$ cat src/rtl/bfm_rr_sched.sv
// Round-robin operand scheduler in front of a fixed-latency bfm.
// Two requesters compete for a single operand port (A_s/B_s). A tag
// pipeline of depth RES_LAT remembers which requester each issue belongs
// to, so that the bfm result can be routed back to that requester.
module bfm_rr_sched #(
    parameter int LENGTH  = 2000,
    parameter int RES_LAT = 1,
    parameter int CNT_W   = 16
) (
    input  logic             clk_i,
    input  logic             reset_n_i,
    input  logic             enable_i,
    input  logic             req0_valid_i,
    input  logic [7:0]       req0_a_i,
    input  logic [7:0]       req0_b_i,
    output logic             req0_ready_o,
    input  logic             req1_valid_i,
    input  logic [7:0]       req1_a_i,
    input  logic [7:0]       req1_b_i,
    output logic             req1_ready_o,
    output logic [7:0]       A_s,
    output logic [7:0]       B_s,
    output logic             issue_o,
    input  logic [7:0]       res_i,
    output logic             rsp0_valid_o,
    output logic             rsp1_valid_o,
    output logic [7:0]       rsp_data_o,
    output logic [CNT_W-1:0] count_o,
    output logic             done_o
);

    localparam logic [CNT_W-1:0] LEN_C = CNT_W'(LENGTH);

    typedef enum logic [1:0] {
        IDLE  = 2'd0,
        RUN   = 2'd1,
        DRAIN = 2'd2,
        DONE  = 2'd3
    } state_t;

    state_t             state_q;
    state_t             state_d;
    logic [CNT_W-1:0]   count_q;
    logic               last_q;        // 1: the most recent transfer served req1
    logic               gnt0;
    logic               gnt1;
    logic               run_ok;
    logic               xfer0;
    logic               xfer1;
    logic               xfer;
    logic               issue_id_p0;   // requester owning the op on A_s/B_s
    logic [RES_LAT-1:0] vld_p1;        // tag pipeline: valid bits
    logic [RES_LAT-1:0] id_p1;         // tag pipeline: requester ids
    logic               rsp_vld;
    logic               rsp_id;
    logic [7:0]         rsp_data_q;
    logic               pipe_empty;

    // Saturating transfer counter step: never exceeds LENGTH, never wraps.
    function automatic logic [CNT_W-1:0] sat_inc(input logic [CNT_W-1:0] v);
        if (v >= LEN_C) begin
            return LEN_C;
        end
        return v + CNT_W'(1);
    endfunction

    // Round-robin grant and handshake: on a tie the requester not served last wins.
    always_comb begin
        gnt0         = req0_valid_i & (~req1_valid_i | last_q);
        gnt1         = req1_valid_i & (~req0_valid_i | ~last_q);
        run_ok       = (state_q == RUN) & enable_i & (count_q < LEN_C);
        req0_ready_o = run_ok & gnt0;
        req1_ready_o = run_ok & gnt1;
        xfer0        = req0_valid_i & req0_ready_o;
        xfer1        = req1_valid_i & req1_ready_o;
        xfer         = xfer0 | xfer1;
    end

    // Next-state logic; reaching the transfer limit takes priority over a pause.
    always_comb begin
        state_d = state_q;
        case (state_q)
            IDLE: begin
                if (enable_i) begin
                    state_d = RUN;
                end
            end
            RUN: begin
                if (count_q >= LEN_C) begin
                    state_d = DRAIN;
                end else if (!enable_i) begin
                    state_d = IDLE;
                end
            end
            DRAIN: begin
                if (pipe_empty) begin
                    state_d = DONE;
                end
            end
            DONE: begin
                state_d = DONE;
            end
            default: begin
                state_d = IDLE;
            end
        endcase
    end

    // State register.
    always_ff @(posedge clk_i) begin
        if (!reset_n_i) begin
            state_q <= IDLE;
        end else begin
            state_q <= state_d;
        end
    end

    // Issue stage: latch the granted operands, count transfers, move the pointer.
    always_ff @(posedge clk_i) begin
        if (!reset_n_i) begin
            A_s         <= '0;
            B_s         <= '0;
            issue_o     <= 1'b0;
            issue_id_p0 <= 1'b0;
            count_q     <= '0;
            last_q      <= 1'b1;
        end else begin
            issue_o <= xfer;
            if (xfer) begin
                A_s         <= xfer1 ? req1_a_i : req0_a_i;
                B_s         <= xfer1 ? req1_b_i : req0_b_i;
                issue_id_p0 <= xfer1;
                last_q      <= xfer1;
                count_q     <= sat_inc(count_q);
            end
        end
    end

    // Tag pipeline: advances every cycle in every state so in-flight results drain.
    always_ff @(posedge clk_i) begin
        if (!reset_n_i) begin
            vld_p1 <= '0;
            id_p1  <= '0;
        end else begin
            vld_p1[0] <= issue_o;
            id_p1[0]  <= issue_id_p0;
            for (int i = 1; i < RES_LAT; i++) begin
                vld_p1[i] <= vld_p1[i-1];
                id_p1[i]  <= id_p1[i-1];
            end
        end
    end

    // Response routing: the tail of the tag pipeline lines up with res_i.
    always_comb begin
        rsp_vld      = vld_p1[RES_LAT-1];
        rsp_id       = id_p1[RES_LAT-1];
        rsp0_valid_o = rsp_vld & ~rsp_id;
        rsp1_valid_o = rsp_vld & rsp_id;
        rsp_data_o   = rsp_vld ? res_i : rsp_data_q;
        pipe_empty   = ~issue_o & ~(|vld_p1);
        count_o      = count_q;
        done_o       = (state_q == DONE);
    end

    // Hold the last delivered result while no response is valid.
    always_ff @(posedge clk_i) begin
        if (!reset_n_i) begin
            rsp_data_q <= '0;
        end else if (rsp_vld) begin
            rsp_data_q <= res_i;
        end
    end

endmodule

$ cat config.mk
export PLATFORM = sky130hd
export DESIGN_NAME = bfm_rr_sched
export DESIGN_NICKNAME = d
export VERILOG_FILES = /design/src/rtl/bfm_rr_sched.sv
export SDC_FILE = /design/constraint.sdc
export NUM_CORES = 1
export LEC_CHECK = 0
export CAP_MARGIN = 40
export CORE_ASPECT_RATIO = 0.7
export CORE_MARGIN = 4
export CORE_UTILIZATION = 46
export CTS_CLUSTER_SIZE = 40
export DETAILED_ROUTE_END_ITERATION = 10
export PLACE_DENSITY_LB_ADDON = 0.15
export REMOVE_ABC_BUFFERS = 1
export SLEW_MARGIN = 15
export SYNTH_ARGS = -nofsm -noshare
export SYNTH_HDL_FRONTEND = slang
export SYNTH_SLANG_ARGS = --single-unit
$ cat constraint.sdc
create_clock -name clk_i -period 5.7 [get_ports clk_i]
set_clock_uncertainty 0.2 [all_clocks]
set_input_delay 1.71 -clock clk_i [delete_from_list [all_inputs] [get_ports clk_i]]
set_output_delay 1.71 -clock clk_i [all_outputs]
set_load 0.02 [all_outputs]
==> flow_summary.html <==
<table>
<tr><th>Metric</th><th>Value</th></tr>
<tr><th colspan="2">Status</th></tr>
<tr><td>Status</td><td>finished clean</td></tr>
<tr><th colspan="2">Clock tree</th></tr>
<tr><td>Hold_buf cts</td><td>0</td></tr>
<tr><td>Number of buffers created by CTS</td><td>5</td></tr>
<tr><td>Post-CTS Setup Repair Bufs</td><td>0</td></tr>
<tr><td>Max Buffers Root-to-Sink</td><td>2</td></tr>
<tr><td>Insertion delay of the later-clocked pin in the worst-skew pair</td><td>300 ps</td></tr>
<tr><td>Cell at the root of the clock tree</td><td>sky130_fd_sc_hd__clkbuf_8</td></tr>
<tr><td>Depth of the CTS H-tree</td><td>2</td></tr>
<tr><td>Number of clock sinks</td><td>47</td></tr>
<tr><td>Cells resized by post-CTS repair</td><td>0</td></tr>
<tr><td>CTS tree</td><td>yes</td></tr>
<tr><td>Clock slew at the register clock pins of the worst setup and hold paths</td><td>90 ps</td></tr>
<tr><th colspan="2">Global routing</th></tr>
<tr><td>Number of antenna violations at the first check in global routing</td><td>0</td></tr>
<tr><td>Vias in the first global route</td><td>2,067</td></tr>
<tr><td>GR Overflow Total</td><td>0</td></tr>
<tr><td>First-pass GRT wire length</td><td>9900 microns</td></tr>
<tr><td>Largest net degree at the start of global routing</td><td>53</td></tr>
<tr><td>Total track usage</td><td>20.3%</td></tr>
<tr><th colspan="2">Worst setup path</th></tr>
<tr><td>Buffering stage count on the worst path with inverters included</td><td>3</td></tr>
<tr><td>Required time of the worst setup path</td><td>3790 ps</td></tr>
<tr><td>Element type at the critical path start</td><td>primary input</td></tr>
<tr><td>List of cells traversed by the critical path</td><td>clkdlybuf4s50_1 &gt; and3b_2 &gt; and2_1 &gt; nand2_1 &gt; inv_1 &gt; clkdlybuf4s50_1</td></tr>
<tr><td>Slowest cell on the critical path</td><td>sky130_fd_sc_hd__clkdlybuf4s50_1</td></tr>
<tr><td>Most common cell on crit path</td><td>sky130_fd_sc_hd__clkdlybuf4s50_1</td></tr>
<tr><td>Maximum cell stage delay along the critical path</td><td>620 ps</td></tr>
<tr><td>Family with the most delay on the worst path</td><td>buffers and inverters</td></tr>
<tr><td>Maximum fanout along the worst path</td><td>5</td></tr>
<tr><td>Capturing element type of the critical path</td><td>output port</td></tr>
<tr><td>Type of the worst setup path</td><td>primary input to output port</td></tr>
<tr><td>Arrival time of data at the critical path endpoint</td><td>3400 ps</td></tr>
<tr><th colspan="2">Timing</th></tr>
<tr><td>Final period util</td><td>93.1%</td></tr>
<tr><td>Top achievable clock speed</td><td>0.188 GHz</td></tr>
<tr><td>Number of endpoints with negative hold slack in the final report</td><td>0</td></tr>
<tr><td>Total Neg Setup Slack</td><td>0 ps</td></tr>
<tr><td>RSZ-0062 raised after global routing</td><td>false</td></tr>
<tr><td>Max-slew violation total from the final report</td><td>0</td></tr>
<tr><td>Max transition margin</td><td>56.0%</td></tr>
<tr><td>Count of endpoints failing setup in the final report</td><td>0</td></tr>
<tr><td>Time the final worst path needs with I/O delays and setup</td><td>5310 ps</td></tr>
<tr><td>Slew @ Worst Pin</td><td>658 ps</td></tr>
<tr><th colspan="2">Final layout</th></tr>
<tr><td>Sequential standard cell area</td><td>941 sq um</td></tr>
<tr><td>Area used by multi-input combinational logic</td><td>1180 sq um</td></tr>
<tr><td>Final Cell Area</td><td>3280 sq um</td></tr>
<tr><td>Layout cells sized above 1</td><td>8.62%</td></tr>
<tr><td>Diodes inserted</td><td>0</td></tr>
<tr><td>Filler Cell Count</td><td>379</td></tr>
<tr><td>Area delta synth-&gt;final</td><td>46.9%</td></tr>
<tr><td>Number of nets in the final layout</td><td>394</td></tr>
<tr><th colspan="2">Floorplanning</th></tr>
<tr><td>Effective utilization at floorplan</td><td>49.6%</td></tr>
<tr><td>Placeable core region</td><td>4500 sq um</td></tr>
<tr><td>Height of the die</td><td>66.3 microns</td></tr>
<tr><td>Die outline width</td><td>91.3 microns</td></tr>
<tr><td>Top-level I/O count</td><td>91</td></tr>
<tr><td>Full die area</td><td>6050 sq um</td></tr>
<tr><td>Std cell rows</td><td>20</td></tr>
<tr><th colspan="2">Yosys</th></tr>
<tr><td>Count of different cell masters after synthesis</td><td>38</td></tr>
<tr><td>Proportion of synthesized flip-flops having asynchronous set or reset</td><td>0%</td></tr>
<tr><td>Area fraction of the dominant cell type after synthesis</td><td>42.2%</td></tr>
<tr><td>Most frequently used flop master after synthesis</td><td>sky130_fd_sc_hd__dfxtp_1</td></tr>
<tr><td>Top post-synthesis cells by area</td><td>sky130_fd_sc_hd__dfxtp_1, sky130_fd_sc_hd__o21ai_0, sky130_fd_sc_hd__o31ai_1</td></tr>
<tr><td>Synthesized area per cell</td><td>8.49 sq um</td></tr>
<tr><td>Cell with the most instances after synthesis</td><td>sky130_fd_sc_hd__dfxtp_1</td></tr>
<tr><td>Instance count of the mapped netlist</td><td>263</td></tr>
<tr><td>Register bit total from synthesis</td><td>47</td></tr>
<tr><td>Sequential element share of the synthesized area</td><td>42.2%</td></tr>
<tr><td>Number of enable flip-flop cells after synthesis</td><td>0</td></tr>
<tr><td>Warnings from Yosys</td><td>0</td></tr>
<tr><td>Cell area after technology mapping</td><td>2230 sq um</td></tr>
<tr><td>Largest area contributor in the synthesized netlist</td><td>sky130_fd_sc_hd__dfxtp_1</td></tr>
<tr><td>Synth top cells by count</td><td>sky130_fd_sc_hd__dfxtp_1, sky130_fd_sc_hd__o21ai_0, sky130_fd_sc_hd__a21oi_1, sky130_fd_sc_hd__o31ai_1, sky130_fd_sc_hd__nand2_1</td></tr>
<tr><th colspan="2">Placed design</th></tr>
<tr><td>Post-detailed-placement half-perimeter wirelength</td><td>4320 microns</td></tr>
<tr><td>Placed Instance Area</td><td>3160 sq um</td></tr>
<tr><td>Final RePlAce weighted congestion</td><td>0.780</td></tr>
<tr><td>Number of port buffers</td><td>90</td></tr>
<tr><th colspan="2">Power and ir drop</th></tr>
<tr><td>Combinational group share of total power</td><td>13.1%</td></tr>
<tr><td>Clock group share of total power</td><td>36.8%</td></tr>
<tr><td>Net switching fraction of the power</td><td>23.4%</td></tr>
<tr><td>P_int</td><td>518 uW</td></tr>
<tr><td>Net Switching</td><td>159 uW</td></tr>
<tr><td>Leakage component of the power</td><td>0.00117 uW</td></tr>
<tr><td>Pwr Density</td><td>206 nW/um^2</td></tr>
<tr><td>Peak ir drop on the vdd network</td><td>0.129 mV</td></tr>
<tr><td>Sequential Power Share</td><td>50.2%</td></tr>
<tr><th colspan="2">Route</th></tr>
<tr><td>Iteration-0 DRC count of the detailed router</td><td>150</td></tr>
<tr><td>DRC viols</td><td>0</td></tr>
<tr><td>Number of vias in the routed layout</td><td>2,270</td></tr>
<tr><td>DRT Pass-1 Iters</td><td>4</td></tr>
<tr><td>Via/cell ratio</td><td>5.63</td></tr>
<tr><td>Average wire per standard cell</td><td>15.0 microns</td></tr>
<tr><td>Total wirelength of the detailed-routed design</td><td>6060 microns</td></tr>
<tr><td>Post-route antenna net violation count</td><td>0</td></tr>
<tr><th colspan="2">Worst hold path</th></tr>
<tr><td>Hold/Removal Path Class</td><td>flop to flop</td></tr>
<tr><th colspan="2">Flow run</th></tr>
<tr><td>Max-capacitance violation count</td><td>0</td></tr>
</table>
state kept, by name, indices dropped and copies added, names as in the netlist:
name         count
rsp_vld          1
rsp_data_q       8
B_s              8
id_p1            1
count_o         16
issue_o          1
issue_id_p0      1
state_q          2
A_s              8
last_q           1
cells by family after synthesis:
logic type	synth area share, %
AND/OR/NAND/NOR	21.8
flip-flops	42.2
AO/OA/AOI/OAI	24.3
buffers and inverters	5.27
adder cells (fa/ha/maj)	1.12
multiplexers	5.38
per-layer routing:
layer | vias up | global-route usage (%) | wire length [microns]
li1 | 1126 | - | -
met1 | 1059 | 27.3 | 2790
met2 | 83 | 33.5 | 2810
met3 | 2 | 4.89 | 431
met4 | 0 | 3.95 | 25
met5 | - | 0 | 0
cell type report:
cell class / count / share of cell area (%)
Sequential cell: 47 / 28.7
Clock inverter: 3 / 1.41
Timing Repair Buffer: 97 / 29.1
Tap cell: 55 / 2.10
Inverter: 5 / 0.572
Clock buffer: 5 / 2.10
Multi-Input combinational cell: 191 / 36.1
cell usage in the layout (no fill, tap or decap), drive strengths merged:
| cell type | instances |
|---|---|
| buf | 7 |
| nand2 | 19 |
| or4 | 6 |
| o31ai | 20 |
| nand2b | 1 |
| nor2 | 7 |
| and2 | 18 |
| ha | 2 |
| o21a | 2 |
| nand3 | 7 |
| nand3b | 2 |
| o31a | 1 |
| inv | 6 |
| a21oi | 27 |
| a211oi | 2 |
| nor2b | 2 |
| nor3 | 16 |
| nand4 | 2 |
| o21ai | 35 |
| mux2 | 8 |
| or2 | 2 |
| and3b | 1 |
| dfxtp | 47 |
| bufinv | 1 |
| o211a | 1 |
| clkinvlp | 1 |
| and4 | 1 |
| nor4 | 2 |
| clkdlybuf4s50 | 90 |
| a211o | 1 |
| nand4b | 1 |
| mux2i | 3 |
| a21boi | 1 |
| o211ai | 1 |
| clkbuf | 5 |
through the flow:
step / hold slack, ps / power [uW] / instances / setup slack [ps] / util (%)
after CTS: 267 / 682 / 403 / 384 / 72.8
after floorplan: 223 / 378 / 243 / 969 / -
after global routing: 286 / 705 / 403 / 333 / 72.8
after detailed placement: 251 / 435 / 395 / 385 / 70.3
final: 263 / 676 / 403 / 392 / 72.8
after global placement: 231 / 434 / 395 / 379 / 70.3
final timing paths:
check / start / cells after the start / to / slack [ps]
hold / removal: issue_id_p0 / 1 / id_p1 / 260
hold reg to reg: issue_id_p0 / 1 / id_p1 / 260
setup reg to reg: count_o[6] / 5 / A_s[7] / 3680
setup / recovery: enable_i / 6 / req1_ready_o / 390
power groups by stage:
| stage | clock [uW] | combinational (uW) | sequential (uW) |
|---|---|---|---|
| final | 249 | 88.3 | 339 |
| after global routing | 268 | 96.1 | 340 |
| after CTS | 254 | 88.8 | 339 |
| after detailed placement | 0 | 88.5 | 347 |
| after global placement | 0 | 87.3 | 347 |
| after floorplan | 0 | 25.0 | 353 |
(Power assumes the default switching activity.)
